==> src/rtl/ifetch_queue.sv <==
// Instruction prefetch queue: walks sequential PCs on the instruction bus
// with a single outstanding request and buffers {pc, instr} pairs for the
// fetch stage. A redirect flushes the buffer and restarts at a new PC.
module ifetch_queue #(
  parameter int          DEPTH    = 4,
  parameter logic [63:0] RESET_PC = 64'h8000_0000
) (
  input  logic                     clk,
  input  logic                     reset,
  output logic                     ireq_valid,
  output logic [63:0]              ireq_addr,
  input  logic                     iresp_data_ok,
  input  logic [31:0]              iresp_data,
  input  logic                     redirect_valid,
  input  logic [63:0]              redirect_pc,
  output logic                     out_valid,
  output logic [63:0]              out_pc,
  output logic [31:0]              out_instr,
  input  logic                     out_ready,
  output logic [$clog2(DEPTH):0]   count
);

  localparam int PW = $clog2(DEPTH);
  localparam int CW = PW + 1;
  localparam logic [CW-1:0] DEPTH_C = CW'(DEPTH);

  typedef enum logic [1:0] {
    IDLE    = 2'd0,
    REQ     = 2'd1,
    DISCARD = 2'd2
  } state_t;

  state_t        state_q, state_d;
  logic [63:0]   req_addr_q, req_addr_d;
  logic [63:0]   next_pc_q, next_pc_d;
  logic [CW-1:0] count_q, count_d;
  logic [PW-1:0] wr_ptr_q, wr_ptr_d;
  logic [PW-1:0] rd_ptr_q, rd_ptr_d;

  logic [63:0]   pc_mem_q    [DEPTH];
  logic [31:0]   instr_mem_q [DEPTH];

  logic          push;
  logic          pop;
  logic [CW-1:0] count_next;

  // A response is kept only for a live request that no redirect has overtaken;
  // a pop in a redirect cycle is swallowed by the flush.
  always_comb begin
    push       = (state_q == REQ) && iresp_data_ok && !redirect_valid;
    pop        = out_valid && out_ready && !redirect_valid;
    count_next = count_q + CW'(push) - CW'(pop);
  end

  // Request sequencing: a new request is launched only when a FIFO slot is
  // guaranteed free for its response, so the buffer can never overflow.
  always_comb begin
    state_d    = state_q;
    req_addr_d = req_addr_q;
    next_pc_d  = next_pc_q;
    if (redirect_valid) begin
      next_pc_d = redirect_pc & ~64'd3;
    end
    case (state_q)
      IDLE: begin
        if (!redirect_valid && (count_next < DEPTH_C)) begin
          state_d    = REQ;
          req_addr_d = next_pc_q;
          next_pc_d  = next_pc_q + 64'd4;
        end
      end
      REQ: begin
        if (iresp_data_ok) begin
          if (redirect_valid) begin
            state_d = IDLE;
          end else if (count_next < DEPTH_C) begin
            req_addr_d = next_pc_q;
            next_pc_d  = next_pc_q + 64'd4;
          end else begin
            state_d = IDLE;
          end
        end else if (redirect_valid) begin
          state_d = DISCARD;
        end
      end
      DISCARD: begin
        if (iresp_data_ok) begin
          state_d = IDLE;
        end
      end
      default: begin
        state_d = IDLE;
      end
    endcase
  end

  // FIFO bookkeeping: a redirect empties the queue outright.
  always_comb begin
    count_d  = count_next;
    wr_ptr_d = wr_ptr_q + PW'(push);
    rd_ptr_d = rd_ptr_q + PW'(pop);
    if (redirect_valid) begin
      count_d  = '0;
      wr_ptr_d = '0;
      rd_ptr_d = '0;
    end
  end

  // Control and pointer registers, synchronously reset.
  always_ff @(posedge clk) begin
    if (reset) begin
      state_q    <= IDLE;
      req_addr_q <= '0;
      next_pc_q  <= RESET_PC;
      count_q    <= '0;
      wr_ptr_q   <= '0;
      rd_ptr_q   <= '0;
    end else begin
      state_q    <= state_d;
      req_addr_q <= req_addr_d;
      next_pc_q  <= next_pc_d;
      count_q    <= count_d;
      wr_ptr_q   <= wr_ptr_d;
      rd_ptr_q   <= rd_ptr_d;
    end
  end

  // Entry storage needs no reset; empty slots are masked at the output.
  always_ff @(posedge clk) begin
    if (push) begin
      pc_mem_q[wr_ptr_q]    <= req_addr_q;
      instr_mem_q[wr_ptr_q] <= iresp_data;
    end
  end

  // Slot reservation makes a push into a full queue impossible.
  always_ff @(posedge clk) begin
    if (!reset && push) begin
      assert (count_q != DEPTH_C)
        else $error("ifetch_queue: push into full queue");
    end
  end

  assign ireq_valid = (state_q != IDLE);
  assign ireq_addr  = req_addr_q;
  assign out_valid  = (count_q != '0);
  assign out_pc     = out_valid ? pc_mem_q[rd_ptr_q]    : 64'd0;
  assign out_instr  = out_valid ? instr_mem_q[rd_ptr_q] : 32'd0;
  assign count      = count_q;

endmodule

==> config.mk <==
export PLATFORM = sky130hd
export DESIGN_NAME = ifetch_queue
export DESIGN_NICKNAME = d
export VERILOG_FILES = /design/src/rtl/ifetch_queue.sv
export SDC_FILE = /design/constraint.sdc
export NUM_CORES = 1
export LEC_CHECK = 0
export ABC_AREA = 1
export CAP_MARGIN = 25
export CELL_PAD_IN_SITES_DETAIL_PLACEMENT = 1
export CELL_PAD_IN_SITES_GLOBAL_PLACEMENT = 1
export CORE_MARGIN = 10
export CORE_UTILIZATION = 43
export CTS_CLUSTER_DIAMETER = 50
export DETAILED_ROUTE_END_ITERATION = 8
export HOLD_SLACK_MARGIN = 0.08
export PLACE_DENSITY = 0.79
export SLEW_MARGIN = 20
export SYNTH_ARGS = -nofsm -noshare
export SYNTH_HDL_FRONTEND = slang
export SYNTH_SLANG_ARGS = --single-unit
==> constraint.sdc <==
create_clock -name clk -period 10 [get_ports clk]
set_input_delay 1 -clock clk [delete_from_list [all_inputs] [get_ports clk]]
set_output_delay 1 -clock clk [all_outputs]
set_load 0.02 [all_outputs]
### After elaboration in Yosys (flattened, before gate mapping)

Memory sizes are Yosys's and may differ from the RTL's. A register that Yosys moved wholly into a read port is not among the register bits.
Cells that the tools add are included.

* $add $sub $neg: 5
* multiply operators: 0
* divide/modulo/power cells: 0
* order comparisons: 1
* eq/ne operators: 9
* shifts and indexed selects: 0
* mux-type cells: 24
* bitwise operators: 0
* reductions and logical operators: 13

Operators by type and width (number)
* $mux 64: 10
* $pmux 64 s2: 2
* $add 64x3->64 const B: 1
* $mux 32: 1
* $mux 2: 8
* $ne 2x2->1 const B: 4
* $ne 3x3->1 const B: 2
* $pmux 2 s3: 1
* $logic_and 1x1->1: 5
* $reduce_and 5->1: 1
* $add 2x1->2: 2
* $reduce_and 4->1: 1
* $reduce_bool 2->1: 2
* $add 3x1->3: 1
* $lt 3x3->1 const B: 1
* $reduce_bool 3->1: 1
* $sub 3x1->3: 1
* $eq 2x1->1 const B: 1
* $eq 2x2->1 const B: 1
* $logic_not 2->1: 1
* $mux 1: 2
* $ne 2x1->1 const B: 1
* $reduce_or 2->1: 1
* $logic_not 1->1: 1

* register bits: 137
* bits in latches: 0
* RAM bits: 384
* memory bits (read-only): 0
* bits of input ports: 101
* output and inout bits: 165
* memories kept: 2

Memory list
* pc_mem_q: depth 4, bits a word 64, rd ports 1, clocked after Yosys merged registers in 1, write ports 1, RTL line 40 `logic [63:0] pc_mem_q [DEPTH];`
* instr_mem_q: depth 4, bits a word 32, rd ports 1, clocked after Yosys merged registers in 1, write ports 1, RTL line 41 `logic [31:0] instr_mem_q [DEPTH];`

### Logic depth before layout (Yosys ltp)

* depth in word-level cells: 10
* mapped depth: 17
* gate-level depth less buffers: 16

### Least setup slack after synthesis

OpenSTA, ideal clock, no wires.

* path type: in2reg
* start: in redirect_valid
* end: mem instr_mem_q[0][0], enable pin
* library setup time: 0.669 ns
* arrival time: 8.052 ns
* data required time: 9.331 ns
* slack: 1.279 ns
* stages on the path: 6
* path buffers: 1
* cell sequence: buf_2 -> clkinv_1 -> nand2_1 -> nor2_1 -> inv_2 -> nor3_1

* word-level cells in the longest chain between the ends: 4

Ends and longest elaborated chain
* start, declared: RTL line 14 `input logic redirect_valid,`
* $logic_not 1->1: RTL line 50 `push = (state_q == REQ) && iresp_data_ok && !redirect_valid;`
* $logic_and 1x1->1: RTL line 50
* $mux 1: RTL line 130 `if (push) begin`
* $mux 1 (not written as such): RTL line 132 `instr_mem_q[wr_ptr_q] <= iresp_data;`
* end, declared: RTL line 41

Every way passes these cells.

==> out/metrics.csv <==
metric;value;unit
status;finished clean;
post-cts resize count;0;
most frequent cells in the layout;nor2_1, nand2_1, edfxtp_1;
kind of critical path;reg -> out;
met2 GRT Util;0.4054;
Mean Syn Cell Area;9.354;um2
Root Buffer;clkbuf_16;
final worst slack;5052;ps
Fin Setup TNS;0;ps
I/O pins;266;
gr ovfl total;0;
EDFF count, synth;384;
final-stage net count;2745;
Hold Crit Start;next_pc_q[1];
multi-input logic area;0.007447;mm2
dpl ws;4739;ps
minimum clock period after layout;4948;ps
DRT Pass-1 Iters;5;
Die Ht;249.4;um
Die W;249.4;um
starting density of the core;0.4325;
Placed Cells;3267;
Seq/Total Area, Yosys;0.6306;
Fin Clk Skew;24.49;ps
routability cong.;0.9445;
Synth Warn #;0;
period utilization;0.4948;
largest net degree at the start of global routing;133;
DIE AREA;0.06222;mm2
Endpoint, Worst Hold;next_pc_q[1];
Routed Antenna Nets;0;
FILL cells;5902;
Critical Path, Cell by Cell;clkinv_2 > buf_4 > nor2_1 > o21ai_0 > a21oi_1 > clkdlybuf4s50_1;
top cells by area, synth;edfxtp_1, dfxtp_1, nor2_1;
Slew Limit Fails;0;
max_cap viols;0;
largest family of logic cells by synthesized area;simple AND/OR/NAND/NOR gates;
Post-Synth XOR/XNOR Area;0.01000;
CTS clock-pin slew for the worst setup and hold paths;60;ps
# setup viols final;0;
Hold Path Cell Cnt;2;
reg-to-reg startpoint;count[2];
Worst Setup SP;rd_ptr_q[1];
met1 usage;0.3027;
Final Instance Area;0.02792;mm2
Worst-Skew Late Latency;620;ps
Buffers on Ports;263;
Max-slew headroom;0.2847;
Critical Path Max Stage Delay;720;ps
critical path's slowest cell;clkinv_2;
Post-CTS Setup Inserts;0;
Seq cells post-synth;521;
highest net fanout along the worst path;52;
core area;0.05234;mm2
average vias per placed instance;5.566;
Max Buffers Root-to-Sink;3;
CP Launch Type;flop;
CTS buffer count;59;
Yosys top cell area share;0.5094;
via count;18820;
Most Used Layer, Global Route;met2;
r2r setup slk;5690;ps
Final Hold Viols;0;
H-tree levels;2;
WP buf/inv;3;
commonest non-fill, non-tap cell in the layout;nor2_1;
slew at the pin closest to its max-slew limit;1073;ps
Arrival @ worst endpoint;3950;ps
row count;84;
Post-Synth Simple-Gate Area;0.1906;
post-synthesis cell area;0.02264;mm2
async set or reset register ratio after synthesis;0;
Post-CTS Hold Buffers;0;
dominant synthesized flop cell;edfxtp_1;
hpwl dp;50960;um
leak pwr;0.009798;uW
DP Area;0.02589;mm2
Finished Layout Cells;3381;
reg2reg path depth;15;
most area-hungry cell type in the Yosys netlist;edfxtp_1;
maximum vdd drop;0.1223;mV
critical path endpoint category;output port;
Cells after Synth;2420;
Pwr Density;179.4;mW/mm2
first-pass GRT wire length;117700;um
initial antenna violation count;1;
Wirelength per Cell;22.97;um
drt initial violations;1492;
Peak Freq;202.1;MHz
Syn Nets;2525;
reg-to-reg endpoint;ireq_addr[63];
Yosys cell types;36;
Synth Area in Adders;0.002543;
Layout area overhead;23.34;%
mux cell area share after synthesis;0.0004422;
DRC;0;
drt total wl;77660;um
Crit path max-delay family;buffers and inverters;
layout cells sized above 1;0.05834;
Synth Area in Compound Gates;0.1243;
Worst Path Required;9000;ps
vias in the first global route;19910;
met3 Track Usage GR;0.03927;
clock sink count;521;
gr usage total;0.2409;
worst min path class;reg -> reg;
CTS tree;done;
register cell area after layout;0.01428;mm2
RSZ-0062 raised after global routing;false;
sequential cells by signal, summed over array words and instances (netlist names):
| register | cells |
|---|---|
| rd_ptr_q | 2 |
| instr_mem_q | 128 |
| count | 3 |
| wr_ptr_q | 2 |
| pc_mem_q | 256 |
| next_pc_q | 64 |
| ireq_addr | 64 |
| state_q | 2 |
cells in the mapped netlist, types with 7 or more instances:
master / number
buf_1: 19
clkbuf_1: 91
nand3_1: 76
nand2_1: 407
edfxtp_1: 384
nand4_1: 29
xor2_1: 19
o21ai_0: 308
nor3_1: 19
dfxtp_1: 137
buf_2: 14
a21oi_1: 236
nor2_2: 7
nor2_1: 520
inv_1: 100
tightest hold or removal path, cell delays in order (launching register included):
cell	delay [ps]
dfxtp_1	310
nand2_1	60
nor2_1	30
through the flow:
stage                     power [uW]    util  hold WS, ps
final                           5010  0.5334        440.9
after global routing            5168  0.5334        469.2
after CTS                       5041  0.5333        440.6
after detailed placement        2804  0.4946        430.2
after global placement          2788  0.4929        430.1
after floorplan                 2626       -        419.1
how the worst max path moves through the flow:
stage                              to  slack [ps]  cells past startpoint
floorplan           instr_mem_q[0][0]        1280                      6
global placement        next_pc_q[38]        4850                     18
detailed placement      ireq_addr[54]        4740                     18
CTS                        out_pc[49]        4940                      6
global route               out_pc[48]        4850                      6
finish                     out_pc[49]        5050                      6
layer usage:
metal	part of all wire	vias up	wire (um)
met5	0	-	0
met4	0.042	0	3250
met3	0.056	148	4368
met2	0.49	560	37670
met1	0.42	9421	32370
li1	-	8690	-
kinds of logic after synthesis:
group / count (synthesis)
AOI/OAI and AO/OA: 556
xor gates and xnor gates: 25
adders and majority gates: 4
buffers and inverters: 238
DFF: 521
muxes: 1
and+or+nand+nor: 1075
power by group:
group          internal (uW)  switching (uW)
Combinational            126             205
Sequential              2370            65.5
Clock                   1340             903
Total                   3840            1170
final cells by class:
class / instances / share of cell area
Multi-Input combinational cell: 1661 / 0.2667
Clock inverter: 38 / 0.01551
Timing Repair Buffer: 290 / 0.1035
Sequential cell: 521 / 0.5115
Clock buffer: 74 / 0.05714
Antenna cell: 2 / 0.0001793
Tap cell: 688 / 0.03083
Inverter: 107 / 0.01461
(Power assumes the default switching activity.)
